===== src/rtl/contador_de_programa.sv =====
// Program counter and fetch sequencer in front of a combinational-read instruction memory.
// Qualifies each fetched word for decode and handles stalls, branches, IN waits and HALT.
module contador_de_programa #(
    parameter int unsigned RESET_ADDR  = 1,
    parameter int unsigned MAX_ADDR    = 150,
    parameter int unsigned INIT_CYCLES = 1,
    parameter int unsigned OPC_HALT    = 18,
    parameter int unsigned OPC_IN      = 19
) (
    input  logic        clock,
    input  logic        reset,
    input  logic [31:0] instrucao,
    input  logic        pausa,
    input  logic        desvio,
    input  logic [31:0] alvo_desvio,
    input  logic        entrada_valida,
    output logic [31:0] endereco,
    output logic        instrucao_valida,
    output logic        aguardando_entrada,
    output logic        parado,
    output logic        erro_endereco
);

    localparam logic [1:0] StInit    = 2'd0;
    localparam logic [1:0] StBusca   = 2'd1;
    localparam logic [1:0] StEspera  = 2'd2;
    localparam logic [1:0] StParado  = 2'd3;

    localparam logic [4:0]  OpcHalt  = 5'(OPC_HALT);
    localparam logic [4:0]  OpcIn    = 5'(OPC_IN);
    localparam logic [31:0] AddrMax  = 32'(MAX_ADDR);
    localparam logic [31:0] AddrRst  = 32'(RESET_ADDR);
    localparam logic [3:0]  InitLast = 4'(INIT_CYCLES - 1);

    logic [1:0]  state_q, state_d;
    logic [31:0] pc_q, pc_d;
    logic [3:0]  cnt_q, cnt_d;
    logic        erro_q, erro_d;

    logic [4:0]  opc;
    logic        is_halt;
    logic        is_in;
    logic [31:0] pc_inc;
    logic [31:0] pc_cand;
    logic        cand_ok;
    logic        unused_bits;

    assign opc         = instrucao[31:27];
    assign is_halt     = (opc == OpcHalt);
    assign is_in       = (opc == OpcIn);
    assign unused_bits = ^instrucao[26:0];
    assign pc_inc      = pc_q + 32'd1;

    // Branch target only counts for ordinary instructions retiring from BUSCA.
    assign pc_cand = (state_q == StBusca && !is_in && desvio) ? alvo_desvio : pc_inc;
    assign cand_ok = (pc_cand != 32'd0) && (pc_cand <= AddrMax);

    always_comb begin
        instrucao_valida = 1'b0;
        case (state_q)
            StBusca:  instrucao_valida = !pausa && !(is_in && !entrada_valida);
            StEspera: instrucao_valida = !pausa && entrada_valida;
            default:  instrucao_valida = 1'b0;
        endcase
    end

    always_comb begin
        state_d = state_q;
        pc_d    = pc_q;
        cnt_d   = cnt_q;
        erro_d  = erro_q;
        case (state_q)
            StInit: begin
                cnt_d = cnt_q + 4'd1;
                if (cnt_q == InitLast) begin
                    state_d = StBusca;
                end
            end
            StBusca: begin
                if (!pausa) begin
                    if (is_halt) begin
                        state_d = StParado;
                    end else if (is_in && !entrada_valida) begin
                        state_d = StEspera;
                    end else if (cand_ok) begin
                        pc_d = pc_cand;
                    end else begin
                        erro_d  = 1'b1;
                        state_d = StParado;
                    end
                end
            end
            StEspera: begin
                if (!pausa && entrada_valida) begin
                    if (cand_ok) begin
                        pc_d    = pc_cand;
                        state_d = StBusca;
                    end else begin
                        erro_d  = 1'b1;
                        state_d = StParado;
                    end
                end
            end
            default: begin
                state_d = StParado;
            end
        endcase
    end

    always_ff @(posedge clock or negedge reset) begin
        if (!reset) begin
            state_q <= StInit;
            pc_q    <= AddrRst;
            cnt_q   <= 4'd0;
            erro_q  <= 1'b0;
        end else begin
            state_q <= state_d;
            pc_q    <= pc_d;
            cnt_q   <= cnt_d;
            erro_q  <= erro_d;
        end
    end

    assign endereco           = pc_q;
    assign aguardando_entrada = (state_q == StEspera);
    assign parado             = (state_q == StParado);
    assign erro_endereco      = erro_q;

endmodule

===== config.mk =====
export PLATFORM = sky130hd
export DESIGN_NAME = contador_de_programa
export DESIGN_NICKNAME = d
export VERILOG_FILES = /design/src/rtl/contador_de_programa.sv
export SDC_FILE = /design/constraint.sdc
export NUM_CORES = 1
export LEC_CHECK = 0
export CAP_MARGIN = 10
export CORE_MARGIN = 3
export CORE_UTILIZATION = 45
export CTS_CLUSTER_SIZE = 14
export DETAILED_ROUTE_END_ITERATION = 6
export PLACE_DENSITY = 0.83
export SKIP_LAST_GASP = 1
export SLEW_MARGIN = 10
export SYNTH_ARGS = -nofsm -noshare
export SYNTH_HDL_FRONTEND = slang
export SYNTH_SLANG_ARGS = --single-unit

===== constraint.sdc =====
create_clock -name clock -period 6.6 [get_ports clock]
set_clock_uncertainty 0.15 [all_clocks]
set_input_delay 1.32 -clock clock [delete_from_list [all_inputs] [get_ports clock]]
set_output_delay 1.32 -clock clock [all_outputs]
set_load 0.01 [all_outputs]

# ---- After elaboration in Yosys (flattened, before gate mapping)
# Cells that the tools add are included.
dict set report classes {
  div_mod_pow 0
  n_mux 22
  order_cmp 1
  add_sub_neg 2
  n_reduce_logical 16
  n_shift 0
  multipliers 0
  n_bitwise 0
  eq_ne 11
}
# cell n
set op_table {}
lappend op_table {{$mux W32} 6}
lappend op_table {{$pmux W32 S2} 1}
lappend op_table {{$add A32 B1 Y32 const B} 1}
lappend op_table {{$le A32 B8 Y1 const B} 1}
lappend op_table {{$reduce_bool A32 Y1} 1}
lappend op_table {{$mux W2} 7}
lappend op_table {{$eq A5 B5 Y1 const B} 2}
lappend op_table {{$ne A2 B2 Y1 const B} 4}
lappend op_table {{$logic_and A1 B1 Y1} 6}
lappend op_table {{$pmux W2 S3} 1}
lappend op_table {{$mux W1} 5}
lappend op_table {{$reduce_and A5 Y1} 1}
lappend op_table {{$add A4 B1 Y4 const B} 1}
lappend op_table {{$eq A2 B2 Y1 const B} 2}
lappend op_table {{$logic_not A1 Y1} 4}
lappend op_table {{$logic_not A4 Y1} 1}
lappend op_table {{$ne A4 B3 Y1 const B} 1}
lappend op_table {{$pmux W1 S2} 2}
lappend op_table {{$reduce_and A4 Y1} 1}
lappend op_table {{$eq A2 B1 Y1 const B} 1}
lappend op_table {{$logic_not A2 Y1} 1}
lappend op_table {{$ne A2 B1 Y1 const B} 1}
lappend op_table {{$reduce_bool A2 Y1} 1}
dict set report word_totals {
  output_inout_bits 36
  ram_bits 0
  inputBits 69
  word_cells 56
  regBits 39
  latch_bits 0
  romBits 0
  n_memories 0
}

# ---- Logic depth before layout (Yosys ltp)
# Gate-level depths: netlist of run 1.
dict set report depth {
  depth_word 12
  mapped_depth 12
  mapped_depth_nobuf 11
}

# ---- Worst setup path before layout of run 1
# OpenSTA, ideal clock, no wires.
dict set report synth_path {
  path_kind {in2reg}
  start {in instrucao[29]}
  end {reg pc_q[5], in the netlist endereco[5]}
  t_arrival_ps 3261
  path_slack_ps 3068
  setup_ps 121
  required_ps 6329
  path_stages 10
  n_path_buf 2
  cell_sequence {and4bb_2 a21oi_1 clkbuf_1 a21oi_1 nor4_1 nor4_2 nand4b_2 buf_6 a21oi_2 o22a_1}
}
dict set report synth_between {
  elab_chain_cells 12
  word_cells_on_any_way 19
  classes_between {order compare: 1; eq/ne: 4; mux: 7; reduce/logical: 7}
}
# element line
set synth_rtl {}
lappend synth_rtl {{start, declared} 12} ;# input logic [31:0] instrucao,
lappend synth_rtl {{$eq A5 B5 Y1} 50} ;# assign is_in = (opc == OpcIn);
lappend synth_rtl {{$logic_not A1 Y1} 55} ;# assign pc_cand = (state_q == StBusca && !is_in && desvio) ? alvo_desvio : pc_inc;
lappend synth_rtl {{$logic_and A1 B1 Y1 (2 in series)} 55}
lappend synth_rtl {{$mux W32} 55}
lappend synth_rtl {{$le A32 B8 Y1 / $reduce_bool A32 Y1 (equally long branches)} 56} ;# assign cand_ok = (pc_cand != 32'd0) && (pc_cand <= AddrMax);
lappend synth_rtl {{$logic_and A1 B1 Y1} 56}
lappend synth_rtl {{$mux W32} {85, 95}}
lappend synth_rtl {{$mux W32} 83} ;# end else if (is_in && !entrada_valida) begin
lappend synth_rtl {{$mux W32} 81} ;# if (is_halt) begin
lappend synth_rtl {{$mux W32} 80} ;# if (!pausa) begin
lappend synth_rtl {{$pmux W32 S2} 72} ;# case (state_q)
lappend synth_rtl {{end signal, assigned} 113} ;# pc_q <= AddrRst;
lappend synth_rtl {{end signal, assigned} 118} ;# pc_q <= pc_d;
lappend synth_rtl {{end, declared} 36} ;# logic [31:0] pc_q, pc_d;
# Several ways; a longest one is shown, not always the timed one. The select of a mux whose other input is x is not followed.
# A chain may end at the register's enable or synchronous reset.

# ---- Worst setup path in the final report of run 1
dict set report layout_path {
  start {in instrucao[30]}
  end {reg pc_q[4], in the netlist endereco[4]}
}
# The elaborated chain is that of the path after synthesis.

==> results of run 1 <==
## logic make-up after synthesis
group           Yosys count  share of synthesized area (%)
simple gates            135                          30.31
fa+ha+maj                 7                          3.373
mux                       5                          2.024
compound gates           57                          16.05
xor+xnor                 21                          7.084
buf+inv                  21                          3.518
flops                    39                          37.64
## through the flow
stage / area [µm²] / util (%) / instances / total power, mW
after global routing: 3531 / 63.73 / 434 / 0.4975
after detailed placement: 3413 / 61.61 / 426 / 0.2757
after floorplan: 2596 / - / 285 / 0.2453
after CTS: 3531 / 63.73 / 434 / 0.4833
final: 3531 / 63.73 / 434 / 0.4779
after global placement: 3413 / 61.61 / 426 / 0.2749
## worst min-delay path by stage
stage	to	slack (ns)	depth (start not counted)
finish	cnt_q[3]	0.33	1
global route	cnt_q[3]	0.38	1
CTS	cnt_q[3]	0.33	1
detailed placement	cnt_q[3]	0.32	1
global placement	cnt_q[3]	0.31	1
floorplan	cnt_q[3]	0.30	1
## worst register-to-register path, delay by kind of cell, from the launching register on
kind	cells	cell delay, ns
multiplexers	1	0.52
adder cells (fa/ha/maj)	1	0.33
AO/OA/AOI/OAI	3	1.03
AND/OR/NAND/NOR	4	1.55
flip-flops	1	0.63
## where the power goes
part	total [mW]	internal, mW	switching (mW)
clock network	0.207	0.122	0.0849
registers	0.239	0.239	0
logic	0.0318	0.0219	0.00991
## final cells by class
| type | instances | area, µm² |
|---|---|---|
| Fill cell | 473 | 2009 |
| Multi-Input combinational cell | 225 | 1528 |
| Sequential cell | 39 | 977.2 |
| Timing Repair Buffer | 78 | 773.2 |
| Tap cell | 72 | 90.09 |
| Clock buffer | 6 | 82.58 |
| Inverter | 12 | 45.04 |
| Clock inverter | 2 | 35.03 |
## synth_stat cells, types with 2 or more instances
master	n	area, µm²
o21bai_1	3	22.52
nor2_2	2	12.51
a21o_1	2	15.01
nand4_2	2	25.02
o41ai_2	2	32.53
xnor2_1	8	70.07
clkbuf_1	4	15.01
nor2_1	23	86.33
or4_1	2	15.01
a21oi_1	8	40.04
mux2i_1	3	30.03
o31a_1	2	17.52
nand3_1	12	60.06
o22a_1	3	26.28
a32oi_1	2	17.52
a31oi_1	10	62.56
ha_1	7	87.58
a21oi_2	2	17.52
o21ai_0	7	35.03
buf_2	4	20.02
xor2_1	13	113.9
and3_1	4	25.02
mux2_2	2	22.52
nand4_1	12	75.07
dfrtp_1	38	950.9
inv_1	12	45.04
nor3_1	11	55.05
and2_1	20	125.1
nand2_1	19	71.32
a211oi_1	3	22.52
nor4_1	14	87.58
a21boi_0	2	15.01
o21ai_1	2	10.01
a2111oi_0	2	17.52
nand2b_1	3	18.77
## per-layer routing
layer / routed length (µm) / up-vias / global-route usage [%]
li1: - / 1204 / -
met1: 2990 / 1178 / 27.69
met2: 3201 / 96 / 35.06
met3: 559 / 12 / 5.154
met4: 110 / 0 / 7.143
met5: 0 / - / 0
## registers in the layout, indices dropped and copies added (netlist names)
register	flops
erro_endereco	1
cnt_q	4
endereco	32
state_q	2
## placed cells by master, fill, tap and decap left out, types with 3 or more instances in the layout
cell type,Yosys,layout
o22a_1,3,3
and2_1,20,20
mux2i_1,3,3
a21oi_1,8,8
xnor2_1,8,8
nand4_1,12,12
nand3_1,12,12
o21bai_1,3,3
nor3_1,11,11
clkbuf_8,0,6
and3_1,4,4
nand2_1,19,19
a31oi_1,10,10
ha_1,7,7
xor2_1,13,13
o21ai_0,7,7
dfrtp_1,38,38
nand2b_1,3,3
clkdlybuf4s50_1,0,76
nor4_1,14,14
inv_1,12,12
a211oi_1,3,3
nor2_1,23,23
==> run metrics, run 1 <==
via count=2490; CTS Root Cell=clkbuf_8; remaining antenna violation count=0; Post-CTS Setup Inserts=0; status=complete, no violations; Setup crit start=instrucao[30]; Final Hold Slack=approximately 0.33 ns; clock-pin slew on the worst setup and hold paths=around 0.080 ns; RSZ-0062 raised after global routing=false; clk buf depth=2; CP max-delay cell=nand4b_2; Worst Path Max Fanout=32; overall routing resource usage=between 20% and 30%; initial antenna violation count=0; beginning of the worst hold path=cnt_q[3]; Post-Syn Instances=approximately 290; Rows=27; CTS tree=built; diode count=0; R2R setup slack=between 2 and 2.5 ns; DP HPWL=just over 5000 µm; largest net degree at the start of global routing=40; VDD IR-drop max=84.04 µV; Synth Flop Type=dfrtp_1; Die X=around 82 µm; final net count=~440; Max Cap Viol=0; First-pass DRT Iterations=4; R2R Path Start=endereco[0]; share of cells above drive strength 1=under 10%; Critical Path Stages=8; die footprint=around 6700 µm²; vias in the first global route=2334; worst min-delay path category=flop to flop; Synth async-reset ratio=100.0%; worst-path cell chain=clkdlybuf4s50_1, and4bb_2, a21o_1, a31oi_1, o31a_1, nor4_2, nand4b_2, mux2_2; CP required=between 6 and 7 ns; period utilization=between 60 and 70%; pre-CTS WS=approximately 1.7 ns; worst-case reg-to-reg path depth=9; Detailed Route Iter0 Violations=around 200; I/O Buffers=between 70 and 80; Clock Latency Late Sink=0.30 ns; Post-Synthesis Cell Area=2596 µm²; EDFF count, synth=0; I/O pin total=105; Syn. warnings=0; core box area=5540 µm²; post-CTS sizing=0; Power Dens Cells=roughly 140 nW/µm²; critical setup path kind=input port to flop; Worst-Margin Slew=between 0.8 and 0.9 ns; worst rel slew slack=between 40% and 50%; routed len/inst=15.81 µm; synth-to-layout area growth=36.00%; Post-Syn Nets=approximately 360; total CTS buffers=5; Cell variety after synth=55; H-tree depth=2; hold-fix buffers at CTS=0; worst setup path end=endereco[4]; buffering stage count on the worst path with inverters included=1; Die Span Y=a little over 80 µm; post-synthesis register bit count=39; register area share after synthesis=37.64%; Setup crit start kind=input port; Via density=approximately 5.7; final setup violation count=0; Starting Density=a little under half; first-pass GRT wire length=11030 µm; r2r endpoint=endereco[4]; Critical Path AT=~4.6 ns; CTS Sinks=39; kind of end point of the critical path=flop; Worst path top cell family by delay=compound AO/OA/AOI/OAI gates; grt ovf=0; Static Leak=approximately 1.4 nW; post-route setup slack=about 2 ns; DRC errors left=0; final setup TNS=0 ns; synthesized area per cell=between 9 and 10 µm²; GPL Wtd Cong=~0.85; total wire length=6862 µm; Pins Over Slew Limit=0; Max Freq=around 0.22 GHz; final hold vios=0; Final min period=between 4 and 5 ns; crit-path max cell delay=between 0.6 and 0.7 ns
(Power assumes the default switching activity.)
==> run 2, diff against run 1 <==
--- a/config.mk
+++ b/config.mk
@@ -7,10 +7,10 @@
 export LEC_CHECK = 0
 export CAP_MARGIN = 10
 export CORE_MARGIN = 3
-export CORE_UTILIZATION = 45
+export CORE_UTILIZATION = 39
 export CTS_CLUSTER_SIZE = 14
 export DETAILED_ROUTE_END_ITERATION = 6
-export PLACE_DENSITY = 0.83
+export PLACE_DENSITY = 0.76
 export SKIP_LAST_GASP = 1
 export SLEW_MARGIN = 10
 export SYNTH_ARGS = -nofsm -noshare
==> constraint.sdc (replaced) <==
create_clock -name clock -period 3.6 [get_ports clock]
set_clock_uncertainty 0.15 [all_clocks]
set_input_delay 0.72 -clock clock [delete_from_list [all_inputs] [get_ports clock]]
set_output_delay 0.72 -clock clock [all_outputs]
set_load 0.01 [all_outputs]
==> run 2 against run 1 <==
Non-clock buffer count increased by 15. Largest cell class unchanged. Sequential share of layout area decreased by 0.69 points. First-iteration DRC count fell by 13%.
==> run metrics, run 2 (synthesized netlist as in run 1, its figures left out) <==
status=complete, no violations; final hold vios=0 (unchanged); kind of end point of the critical path=flop; CTS Sinks=39 (unchanged); Multi-input gate area=1535 µm² (+0.49%); worst min-delay path category=flop to flop; R2R Path Start=endereco[0]; vias in the first global route=2365 (+1.3%); I/O pin total=105 (unchanged); Max Freq=0.2963 GHz; r2r endpoint=endereco[6]; Rows=29 (+7.4%); period utilization=between 90 and 100%; final net count=452 (+3.4%); worst rel slew slack=42.74% (+1.8 points); Max Cap Viol=0 (unchanged); Pins Over Slew Limit=0 (unchanged); R2R setup slack=0.30 ns (-1.98 ns); Die X=87.59 µm (+6.9%); worst-case reg-to-reg path depth=12 (+3); I/O Buffers=77 (unchanged); remaining antenna violation count=0 (unchanged); via count=2582 (+3.7%); core box area=6386 µm² (+15%); Hold Path Stages=1 (unchanged); Critical Path AT=3.41 ns (-1.17 ns); # fillers=583 (+23%); hold-fix buffers at CTS=0 (unchanged); DP HPWL=5497 µm (+9.0%); Placement Cell Area=3532 µm² (+3.5%); first-pass GRT wire length=11450 µm (+3.8%); flip-flop count of the largest register after layout=32 (unchanged); Die Span Y=87.59 µm (+6.9%); H-tree depth=2 (unchanged); clk buf depth=2 (unchanged); Hold Path End=cnt_q[3]; most frequent cells in the layout=76 x clkdlybuf4s50_1, 38 x dfrtp_1, 23 x nor2_1; synth-to-layout area growth=39.47%; Clock Latency Late Sink=0.29 ns (about the same); clock-pin slew on the worst setup and hold paths=0.07 ns (about the same); Worst-Margin Slew=0.8589 ns (-0.02664 ns); overall routing resource usage=18.91% (-2.5 points); grt ovf=0 (unchanged); Worst Path Max Fanout=10 (-69%); critical setup path kind=input port to flop; CTS Root Cell=clkbuf_8; Static Leak=1.494 nW (+3.8%); final setup TNS=0 ns (unchanged); diode count=0 (unchanged); fin area=3621 µm² (+2.6%); RSZ-0062 raised after global routing=false; CTS tree=built; Post-CTS Setup Inserts=0 (unchanged); total wire length=7207 µm (+5.0%); Final min period=roughly 3.4 ns; routed len/inst=15.87 µm (+0.40%); Power Dens Cells=216.4 nW/µm² (+60%); post-CTS sizing=0 (unchanged); Power Total=0.7836 mW (+64%); CP required=3.64 ns (-2.99 ns); Via density=5.687 (-0.87%); Detailed Route Iter0 Violations=177 (-13%); post-route setup slack=0.2247 ns (-1.826 ns); VDD IR-drop max=173.6 µV (+110%); Starting Density=40.65% (-6.2 points); GPL Wtd Cong=0.8761 (+3.2%); most common cell after layout, fill and taps aside=clkdlybuf4s50_1; DRC errors left=0 (unchanged); total CTS buffers=5 (unchanged); Final Hold Slack=0.3379 ns (+0.01114 ns); Setup crit start kind=input port; final setup violation count=0 (unchanged); die footprint=7672 µm² (+14%); initial antenna violation count=0 (unchanged); pre-CTS WS=-0.1668 ns (-1.835 ns); largest net degree at the start of global routing=40 (unchanged); share of cells above drive strength 1=11.94% (+3.4 points); First-pass DRT Iterations=4 (unchanged); sequential standard cell area=977.2 µm² (unchanged); beginning of the worst hold path=cnt_q[3]
[run 2: critical path: stages]
cell and delay (ns):
clkdlybuf4s50_1 0.39, and4bb_2 0.30, buf_4 0.11, a21oi_1 0.05, buf_4 0.18, a2111oi_0 0.42, a21oi_1 0.11, nor4_2 0.39
nor4_2 0.10, nand4b_2 0.19, buf_4 0.20, nor2_1 0.06, o22a_1 0.19
[run 2: area by class of cell]
type / count / area share (%)
Multi-Input combinational cell: 225 / 42.40
Timing Repair Buffer: 93 / 24.46
Clock buffer: 7 / 2.108
Sequential cell: 39 / 26.99
Clock inverter: 1 / 0.1382
Tap cell: 77 / 2.661
Inverter: 12 / 1.244
[run 2: layer usage]
layer / track usage [%] / wire, µm / up-vias
li1: - / - / 1234
met1: 24.81 / 3177 / 1232
met2: 30.82 / 3356 / 105
met3: 4.233 / 539 / 11
met4: 6.416 / 134 / 0
met5: 0 / 0 / -
[run 2: worst max path at each step]
stage	depth (start not counted)	end	slack [ns]	startpoint
after global placement	13	endereco[2]	-0.07	instrucao[29]
after global routing	11	endereco[6]	0.04	endereco[0]
after detailed placement	13	endereco[2]	-0.17	instrucao[29]
after CTS	13	endereco[2]	0.15	instrucao[29]
after floorplan	11	state_q[1]	0.45	endereco[0]
final	13	endereco[2]	0.22	instrucao[29]
[run 2: metrics by stage]
stage                     utilization [%]  cells
after floorplan                         -    285
after CTS                           56.58    454
after global placement              55.31    446
final                               56.70    454
after global routing                56.70    454
after detailed placement            55.31    446
[run 2: where the power goes]
group          leakage, nW  internal (mW)  switching (mW)
combinational        0.947         0.0405          0.0182
clock               0.0422          0.136           0.151
sequential           0.505          0.438               0
total                 1.49          0.614           0.169
==> run 3, diff against run 2 <==
--- a/config.mk
+++ b/config.mk
@@ -5,11 +5,13 @@
 export SDC_FILE = /design/constraint.sdc
 export NUM_CORES = 1
 export LEC_CHECK = 0
+export ABC_CLOCK_PERIOD_IN_PS = 3600
 export CAP_MARGIN = 10
 export CORE_MARGIN = 3
 export CORE_UTILIZATION = 39
 export CTS_CLUSTER_SIZE = 14
 export DETAILED_ROUTE_END_ITERATION = 6
+export HOLD_SLACK_MARGIN = 0.03
 export PLACE_DENSITY = 0.76
 export SKIP_LAST_GASP = 1
 export SLEW_MARGIN = 10
==> results of run 3 <==
No change in the layout: final DEF, timing and power equal those of run 2.
